--- src/rtl/aes_dec_round_sequencer.sv ---
// AES-128 inverse-cipher round sequencer.
// Drives the message mux, state-register loads, round-key index and InvMixColumns word select
// of an iterative decryption datapath. Optional cycle counter enabled by AES_SEQ_PERF_CNT_EN.
`timescale 1ns/1ps

module aes_dec_round_sequencer #(
   parameter int unsigned KEY_EXP_CYCLES = 12,
   parameter int unsigned SUB_LAT        = 1
) (
   input  logic       CLK,
   input  logic       RESET,
   input  logic       AES_START,
   output logic       AES_DONE,
   output logic       BUSY,
   output logic       LOAD_MSG,
   output logic       LOAD_RG,
   output logic [1:0] MSG_MUX,
   output logic [1:0] INV_MUX,
   output logic [3:0] ROUND_IDX
`ifdef AES_SEQ_PERF_CNT_EN
   ,
   output logic [15:0] PERF_CYCLES
`endif
);

   // Wait counter only has to hold the larger of the two waits, minus one.
   localparam int unsigned WaitMax = (KEY_EXP_CYCLES > SUB_LAT) ? KEY_EXP_CYCLES : SUB_LAT;
   localparam int unsigned CntW    = (WaitMax > 1) ? $clog2(WaitMax) : 1;

   typedef enum logic [3:0] {
      StIdle    = 4'd0,
      StLoadCt  = 4'd1,
      StKeyWait = 4'd2,
      StArk     = 4'd3,
      StIsr     = 4'd4,
      StIsbW    = 4'd5,
      StIsb     = 4'd6,
      StImc0    = 4'd7,
      StImc1    = 4'd8,
      StImc2    = 4'd9,
      StImc3    = 4'd10,
      StImcLd   = 4'd11,
      StDone    = 4'd12
   } state_e;

   state_e            state_q, state_d;
   logic [3:0]        rnd_q, rnd_d;
   logic [CntW-1:0]   wcnt_q, wcnt_d;

   logic              done_d, busy_d, load_msg_d, load_rg_d;
   logic [1:0]        msg_mux_d, inv_mux_d;
   logic [3:0]        round_idx_d;

   // Next-state, round counter and wait counter.
   always_comb begin
      state_d = state_q;
      rnd_d   = rnd_q;
      wcnt_d  = wcnt_q;
      case (state_q)
         StIdle: begin
            if (AES_START) state_d = StLoadCt;
         end
         StLoadCt: begin
            state_d = StKeyWait;
            wcnt_d  = CntW'(KEY_EXP_CYCLES - 1);
         end
         StKeyWait: begin
            if (wcnt_q == '0) begin
               state_d = StArk;
               rnd_d   = 4'd10;
            end else begin
               wcnt_d = wcnt_q - 1'b1;
            end
         end
         StArk: begin
            if (rnd_q == 4'd10)     state_d = StIsr;
            else if (rnd_q == 4'd0) state_d = StDone;
            else                    state_d = StImc0;
            if (rnd_q != 4'd0) rnd_d = rnd_q - 4'd1;
         end
         StIsr: begin
            state_d = StIsbW;
            wcnt_d  = CntW'(SUB_LAT - 1);
         end
         StIsbW: begin
            if (wcnt_q == '0) state_d = StIsb;
            else              wcnt_d  = wcnt_q - 1'b1;
         end
         StIsb:   state_d = StArk;
         StImc0:  state_d = StImc1;
         StImc1:  state_d = StImc2;
         StImc2:  state_d = StImc3;
         StImc3:  state_d = StImcLd;
         StImcLd: state_d = StIsr;
         StDone: begin
            if (!AES_START) state_d = StIdle;
         end
         default: begin
            state_d = StIdle;
            rnd_d   = 4'd0;
            wcnt_d  = '0;
         end
      endcase
   end

   // Output decode from the next state so every output is a plain register.
   always_comb begin
      done_d      = (state_d == StDone);
      busy_d      = (state_d != StIdle) && (state_d != StDone);
      load_msg_d  = (state_d == StLoadCt);
      load_rg_d   = (state_d == StArk) || (state_d == StIsr) || (state_d == StIsb) ||
                    (state_d == StImcLd);
      msg_mux_d   = 2'b00;
      inv_mux_d   = 2'd0;
      round_idx_d = 4'd0;
      case (state_d)
         StArk:            round_idx_d = rnd_d;
         StIsr:            msg_mux_d   = 2'b01;
         StIsbW, StIsb:    msg_mux_d   = 2'b11;
         // IMC word states keep the mux on InvMixColumns so the word decoder sees its source.
         StImc0:           msg_mux_d   = 2'b10;
         StImc1: begin
            msg_mux_d = 2'b10;
            inv_mux_d = 2'd1;
         end
         StImc2: begin
            msg_mux_d = 2'b10;
            inv_mux_d = 2'd2;
         end
         StImc3: begin
            msg_mux_d = 2'b10;
            inv_mux_d = 2'd3;
         end
         StImcLd:          msg_mux_d   = 2'b10;
         default:          msg_mux_d   = 2'b00;
      endcase
   end

   // State, counters and registered outputs.
   always_ff @(posedge CLK or posedge RESET) begin
      if (RESET) begin
         state_q   <= StIdle;
         rnd_q     <= 4'd0;
         wcnt_q    <= '0;
         AES_DONE  <= 1'b0;
         BUSY      <= 1'b0;
         LOAD_MSG  <= 1'b0;
         LOAD_RG   <= 1'b0;
         MSG_MUX   <= 2'b00;
         INV_MUX   <= 2'd0;
         ROUND_IDX <= 4'd0;
      end else begin
         state_q   <= state_d;
         rnd_q     <= rnd_d;
         wcnt_q    <= wcnt_d;
         AES_DONE  <= done_d;
         BUSY      <= busy_d;
         LOAD_MSG  <= load_msg_d;
         LOAD_RG   <= load_rg_d;
         MSG_MUX   <= msg_mux_d;
         INV_MUX   <= inv_mux_d;
         ROUND_IDX <= round_idx_d;
      end
   end

`ifdef AES_SEQ_PERF_CNT_EN
   logic [15:0] perf_q;

   // Busy-cycle counter: cleared on a new start, saturating, frozen while idle or done.
   always_ff @(posedge CLK or posedge RESET) begin
      if (RESET) begin
         perf_q <= 16'd0;
      end else if ((state_q == StIdle) && (state_d == StLoadCt)) begin
         perf_q <= 16'd0;
      end else if (BUSY && (perf_q != 16'hFFFF)) begin
         perf_q <= perf_q + 16'd1;
      end
   end

   assign PERF_CYCLES = perf_q;
`endif

endmodule

--- config.mk ---
export PLATFORM = sky130hd
export DESIGN_NAME = aes_dec_round_sequencer
export DESIGN_NICKNAME = d
export VERILOG_FILES = /design/src/rtl/aes_dec_round_sequencer.sv
export SDC_FILE = /design/constraint.sdc
export NUM_CORES = 1
export LEC_CHECK = 0
export ABC_CLOCK_PERIOD_IN_PS = 2400
export CORE_AREA = 3 3 56 58
export CTS_BUF_LIST = sky130_fd_sc_hd__clkbuf_16
export DETAILED_ROUTE_END_ITERATION = 8
export DIE_AREA = 0 0 59 61
export PLACE_DENSITY = 0.75
export SYNTH_ARGS = -nofsm -noshare
export SYNTH_HDL_FRONTEND = slang
export SYNTH_SLANG_ARGS = --single-unit
export TNS_END_PERCENT = 30
--- constraint.sdc ---
create_clock -name CLK -period 2.4 [get_ports CLK]
set_input_delay 0.48 -clock CLK [delete_from_list [all_inputs] [get_ports CLK]]
set_output_delay 0.48 -clock CLK [all_outputs]
set_load 0.1 [all_outputs]
==> results.py, run 1 <==
metrics = {
    "status": {
        "outcome": "completed",
    },
    "synthesis": {
        "syn_area_um2": 1500,
        "syn-num-nets": 164,
        "synthMuxAreaShare": 0.0200,
        "ys_warn_count": 0,
        "ys_ff_latch": 24,
        "synth_edf_count": 0,
        "syn-instance-count": 157,
        "synth_adder_area_share": 0.0334,
        "yosysSeqAreaShare": 0.401,
        "synthSimpleGateAreaFrac": 0.270,
        "synthArstFlopShare": 1.00,
        "postSynthAreaPerCell_um2": 9.55,
        "synthTopCellsByCount": "dfrtp_1, nor2_1, nand2_1, a21oi_1, o21ai_0",
        "synthTopCellsByArea": "dfrtp_1, a21oi_1, ha_1",
        "synth_compound_area_frac": 0.201,
        "yosysTopAreaCellShare": 0.401,
        "synthXorXnorAreaFrac": 0.0175,
        "synth_top_family_by_area": "simple AND/OR/NAND/NOR gates",
        "ys_types": 49,
        "yosysMostFrequentCell": "dfrtp_1",
        "synth_ff_type": "dfrtp_1",
        "synth_top_area_cell": "dfrtp_1",
    },
    "critical_path": {
        "arrival_ns": 2.29,
        "slowest_stage": "dfrtp_1",
        "cp.required_ns": 2.59,
        "crit_chain": "nor3b_2 > nand4_2 > nand4_2 > nand3_4 > nor2b_1",
        "r2r-start": "state_q[1]",
        "setup.worst_path.end_class": "flop",
        "cpPeakStageDelay_ns": 0.78,
        "path_buf_inv": 0,
        "critPathLaunch": "state_q[1]",
        "cpMostUsedCell": "nand4_2",
        "critical_path_class": "flop to flop",
        "r2r-end": "ROUND_IDX[1]",
        "rr_worst_depth": 5,
        "path_delay_family": "simple AND/OR/NAND/NOR gates",
        "r2r_slack_ns": 0.30,
        "crit_path_start_kind": "flop",
        "cp_max_fo": 22,
    },
    "timing": {
        "tightest_slew_ns": 0.743,
        "fmax_mhz": 477,
        "fin_worst_skew_ns": 0.00153,
        "maxSlewHeadroom": 0.505,
        "final_hold_viol_count": 0,
        "finalCritPeriodShare": 0.873,
        "setup_viol": 0,
        "totalNegativeSetupSlack_ns": 0,
        "finalMaxSlewViolations": 0,
        "rsz0062_at_grt": "false",
        "fin_crit_ns": 2.10,
    },
    "clocking": {
        "h-tree-depth": 1,
        "postCtsResizedCells": 0,
        "cts_root_buffer": "clkbuf_16",
        "numCtsBuffers": 3,
        "postCtsSetupBuffers": 0,
        "cts_hold_buffers": 0,
        "cts_tree": "yes",
        "cts.sinks": 24,
        "clk_latency_ns": 0.26,
        "clk_pin_slew_ns": 0.06,
        "clockBufferDepth": 2,
    },
    "finish": {
        "multi_input_area_um2": 813,
        "postLayoutCoreUtil": 0.635,
        "num-fill-cells": 219,
        "area_growth_pct": 14.8,
        "diodes": 0,
        "drive_gt1_frac": 0.224,
        "finalNetCount": 178,
        "stdcell_area_um2": 1720,
        "area.sequential_um2": 601,
    },
    "placement": {
        "gp_congestion": 0.901,
        "dpl_cell_area_um2": 1620,
        "dp_hpwl_um": 2200,
        "port-buffer-count": 14,
    },
    "route": {
        "vias": 1219,
        "drtIter0Drc": 32,
        "route.detailed.drc": 0,
        "routedWlPerCell_um": 15.7,
        "firstDrtPassIters": 4,
        "wl_um": 3160,
        "avgViaCountPerCell": 6.06,
        "ant_nets": 0,
    },
    "die": {
        "initial_core_util": 0.553,
        "die_area_um2": 3600,
        "rows": 19,
        "die_w_um": 59,
        "core-area_um2": 2710,
        "die_h_um": 61,
        "io_pins": 15,
    },
    "grt": {
        "grt_pass1_vias": 1176,
        "grt_start_max_net_pins": 25,
        "grt_remaining_overflow": 0,
        "antenna_found_initial": 0,
        "track_usage": 0.201,
        "grt_pass1_wl_um": 5420,
    },
    "hold_path": {
        "min_delay_path_depth": 1,
        "hold_start": "wcnt_q[1]",
        "worstHoldEndpoint": "wcnt_q[1]",
        "min_path_type": "flop to flop",
    },
    "run": {
        "cap_violations": 0,
    },
}
state kept, by name (all words and copies together), names as in the netlist:
signal	count
AES_DONE	1
BUSY	1
INV_MUX	2
LOAD_MSG	1
LOAD_RG	1
MSG_MUX	2
ROUND_IDX	4
rnd_q	4
state_q	4
wcnt_q	4
through the flow:
| step | setup WS, ns | instances | hold WS [ns] |
|---|---|---|---|
| global route | 0.121 | 201 | 0.575 |
| global placement | 0.438 | 197 | 0.528 |
| floorplan | 0.617 | 157 | 0.495 |
| finish | 0.304 | 201 | 0.555 |
| detailed placement | 0.390 | 197 | 0.527 |
| CTS | 0.340 | 201 | 0.552 |
worst max-delay path by stage:
stage / end / cells past startpoint
floorplan: INV_MUX[1] / 7
global placement: wcnt_q[0] / 4
detailed placement: wcnt_q[0] / 4
CTS: ROUND_IDX[1] / 5
global route: ROUND_IDX[2] / 5
finish: ROUND_IDX[1] / 5
layout make-up:
cell class	count	area share
inverter	8	0.0175
clock buffer	3	0.0436
sequential	24	0.349
multi-input combinational	117	0.473
tap	31	0.0225
timing repair buffer	17	0.0771
clock inverter	1	0.0175
layer usage:
metal | part of all wire | global-route usage | vias up
met3 | 0.043 | 0.0277 | 5
li1 | - | - | 594
met4 | 0.016 | 0.0809 | 0
met5 | 0 | 0 | -
met1 | 0.46 | 0.272 | 587
met2 | 0.48 | 0.325 | 33
placed cells by master (no fill, tap or decap), types with 4 or more instances in the layout:
cell type / n
a21oi_1: 11
inv_1: 7
dfrtp_1: 24
nor2_1: 13
buf_4: 15
nand3_1: 4
o21ai_0: 8
o211ai_1: 4
o21ai_1: 4
nor3_1: 5
ha_1: 4
nand2_1: 12
logic make-up after synthesis:
kind of cell    count (synthesis)
compound gates                 44
xor+xnor                        3
fa+ha+maj                       4
buf+inv                        16
flops                          24
mux                             2
simple gates                   64
Power of run 1 is left out: the tool's default activity adds up to more than one toggle a clock period on the data nets, which glitch-free logic cannot reach.
==> run 2: changes to the inputs <==
CORE_AREA = 2 2 55 57   (was 3 3 56 58)
DIE_AREA = 0 0 57 59   (was 0 0 59 61)
==> run 2 against run 1 <==
Effect of this change: via count increased by 4.2%; sequential cell count unchanged; wire length increased by 6.9%; core utilization increased by 0.55 points; count of clock-buffer cells in the layout unchanged; clock skew increased by 0.0017 ns; die area decreased by 6.6%; sequential share of layout area decreased by 0.30 points; hold slack improved by 0.010 ns; global-route usage increased by 1.6 points; register-to-register slack improved by 0.03 ns; critical path type unchanged; critical endpoint is now INV_MUX[1]; highest routed layer unchanged.
==> results.py, run 2 (synthesis results as in run 1) <==
metrics = {
    "die": {
        "rows": 19,
        "die_area_um2": 3360,
        "die_w_um": 57,
        "initial_core_util": 0.553,
        "io_pins": 15,
        "die_h_um": 59,
        "core-area_um2": 2710,
    },
    "critical_path": {
        "critPathLaunch": "rnd_q[0]",
        "crit_path_end": "INV_MUX[1]",
        "setup.worst_path.end_class": "flop",
        "crit_path_start_kind": "flop",
        "r2r-start": "rnd_q[0]",
        "cp_max_fo": 6,
        "r2r_slack_ns": 0.34,
        "arrival_ns": 2.21,
        "critical_path_class": "flop to flop",
        "r2r-end": "INV_MUX[1]",
        "rr_worst_depth": 7,
        "cp.required_ns": 2.54,
    },
    "timing": {
        "fin_crit_ns": 2.06,
        "rsz0062_at_grt": "false",
        "setup_viol": 0,
        "fin_worst_skew_ns": 0.00324,
        "final_hold_viol_count": 0,
        "fmax_mhz": 485,
        "tightest_slew_ns": 0.617,
        "totalNegativeSetupSlack_ns": 0,
        "finalCritPeriodShare": 0.860,
        "maxSlewHeadroom": 0.588,
        "finalMaxSlewViolations": 0,
    },
    "grt": {
        "grt_pass1_wl_um": 5540,
        "grt_start_max_net_pins": 25,
        "antenna_found_initial": 0,
        "track_usage": 0.217,
        "grt_pass1_vias": 1196,
        "grt_remaining_overflow": 0,
    },
    "clocking": {
        "clockBufferDepth": 2,
        "numCtsBuffers": 3,
        "postCtsResizedCells": 0,
        "h-tree-depth": 1,
        "cts_hold_buffers": 0,
        "cts.sinks": 24,
        "postCtsSetupBuffers": 0,
        "cts_tree": "yes",
        "clk_pin_slew_ns": 0.06,
        "cts_root_buffer": "clkbuf_16",
        "clk_latency_ns": 0.26,
    },
    "status": {
        "outcome": "completed",
    },
    "route": {
        "drtIter0Drc": 56,
        "route.detailed.drc": 0,
        "vias": 1270,
        "firstDrtPassIters": 4,
        "routedWlPerCell_um": 16.6,
        "wl_um": 3380,
        "ant_nets": 0,
        "avgViaCountPerCell": 6.26,
    },
    "finish": {
        "layout_commonest_cell": "dfrtp_1",
        "finalNetCount": 180,
        "area_growth_pct": 15.8,
        "diodes": 0,
        "drive_gt1_frac": 0.233,
        "layout_common_cells": "dfrtp_1, buf_4, nor2_1",
    },
    "placement": {
        "gp_congestion": 0.883,
        "dp_hpwl_um": 2350,
        "port-buffer-count": 14,
    },
    "run": {
        "cap_violations": 0,
    },
    "hold_path": {
        "min_path_type": "input port to asynchronous set/reset pin",
    },
}
-- run 2: cell count changes in the layout (fill, tap and decap cells not counted) --
| cell | before | now |
|---|---|---|
| buf_4 | 15 | 17 |
-- run 2: how the worst min path moves through the flow --
stage	cells after the start	slack [ns]	from	to
5_1_grt	1	0.58	wcnt_q[1]	wcnt_q[1]
3_3_place_gp	1	0.51	wcnt_q[1]	wcnt_q[1]
6_report	3	0.57	RESET	MSG_MUX[1]
2_1_floorplan	1	0.49	RESET	AES_DONE
3_5_place_dp	1	0.55	wcnt_q[1]	wcnt_q[1]
4_1_cts	1	0.57	wcnt_q[1]	wcnt_q[1]
-- run 2: critical path, cell delays in order (launching register included) --
cell	delay (ns)
dfrtp_1	0.43
inv_1	0.10
ha_1	0.23
or3b_1	0.47
nand4_2	0.19
nand4_2	0.23
xnor2_1	0.23
nor2_1	0.06
-- run 2: per-layer routing --
layer  up-vias  track usage  share of wire
met5         -            0              0
met4         0        0.110          0.021
met3         7       0.0349          0.087
met2        64        0.366           0.48
met1       604        0.271           0.41
li1        595            -              -
-- run 2: metrics by stage --
stage | hold WS (ns) | setup WS [ns] | utilization | instances | cell area (um^2)
finish | 0.565 | 0.336 | 0.640 | 203 | 1740
global route | 0.578 | 0.198 | 0.640 | 203 | 1740
CTS | 0.566 | 0.369 | 0.640 | 203 | 1740
detailed placement | 0.547 | 0.377 | 0.602 | 199 | 1630
global placement | 0.513 | 0.412 | 0.602 | 199 | 1630
floorplan | 0.495 | 0.617 | - | 157 | 1500
-- run 2: area by class of cell --
class / instances / area (um^2)
fill: 219 / 975
inverter: 8 / 30.0
sequential: 24 / 601
tap: 31 / 38.8
clock buffer: 3 / 75.1
clock inverter: 1 / 30.0
timing repair buffer: 19 / 148
multi-input combinational: 117 / 813
Power of run 2 is left out for the same reason.
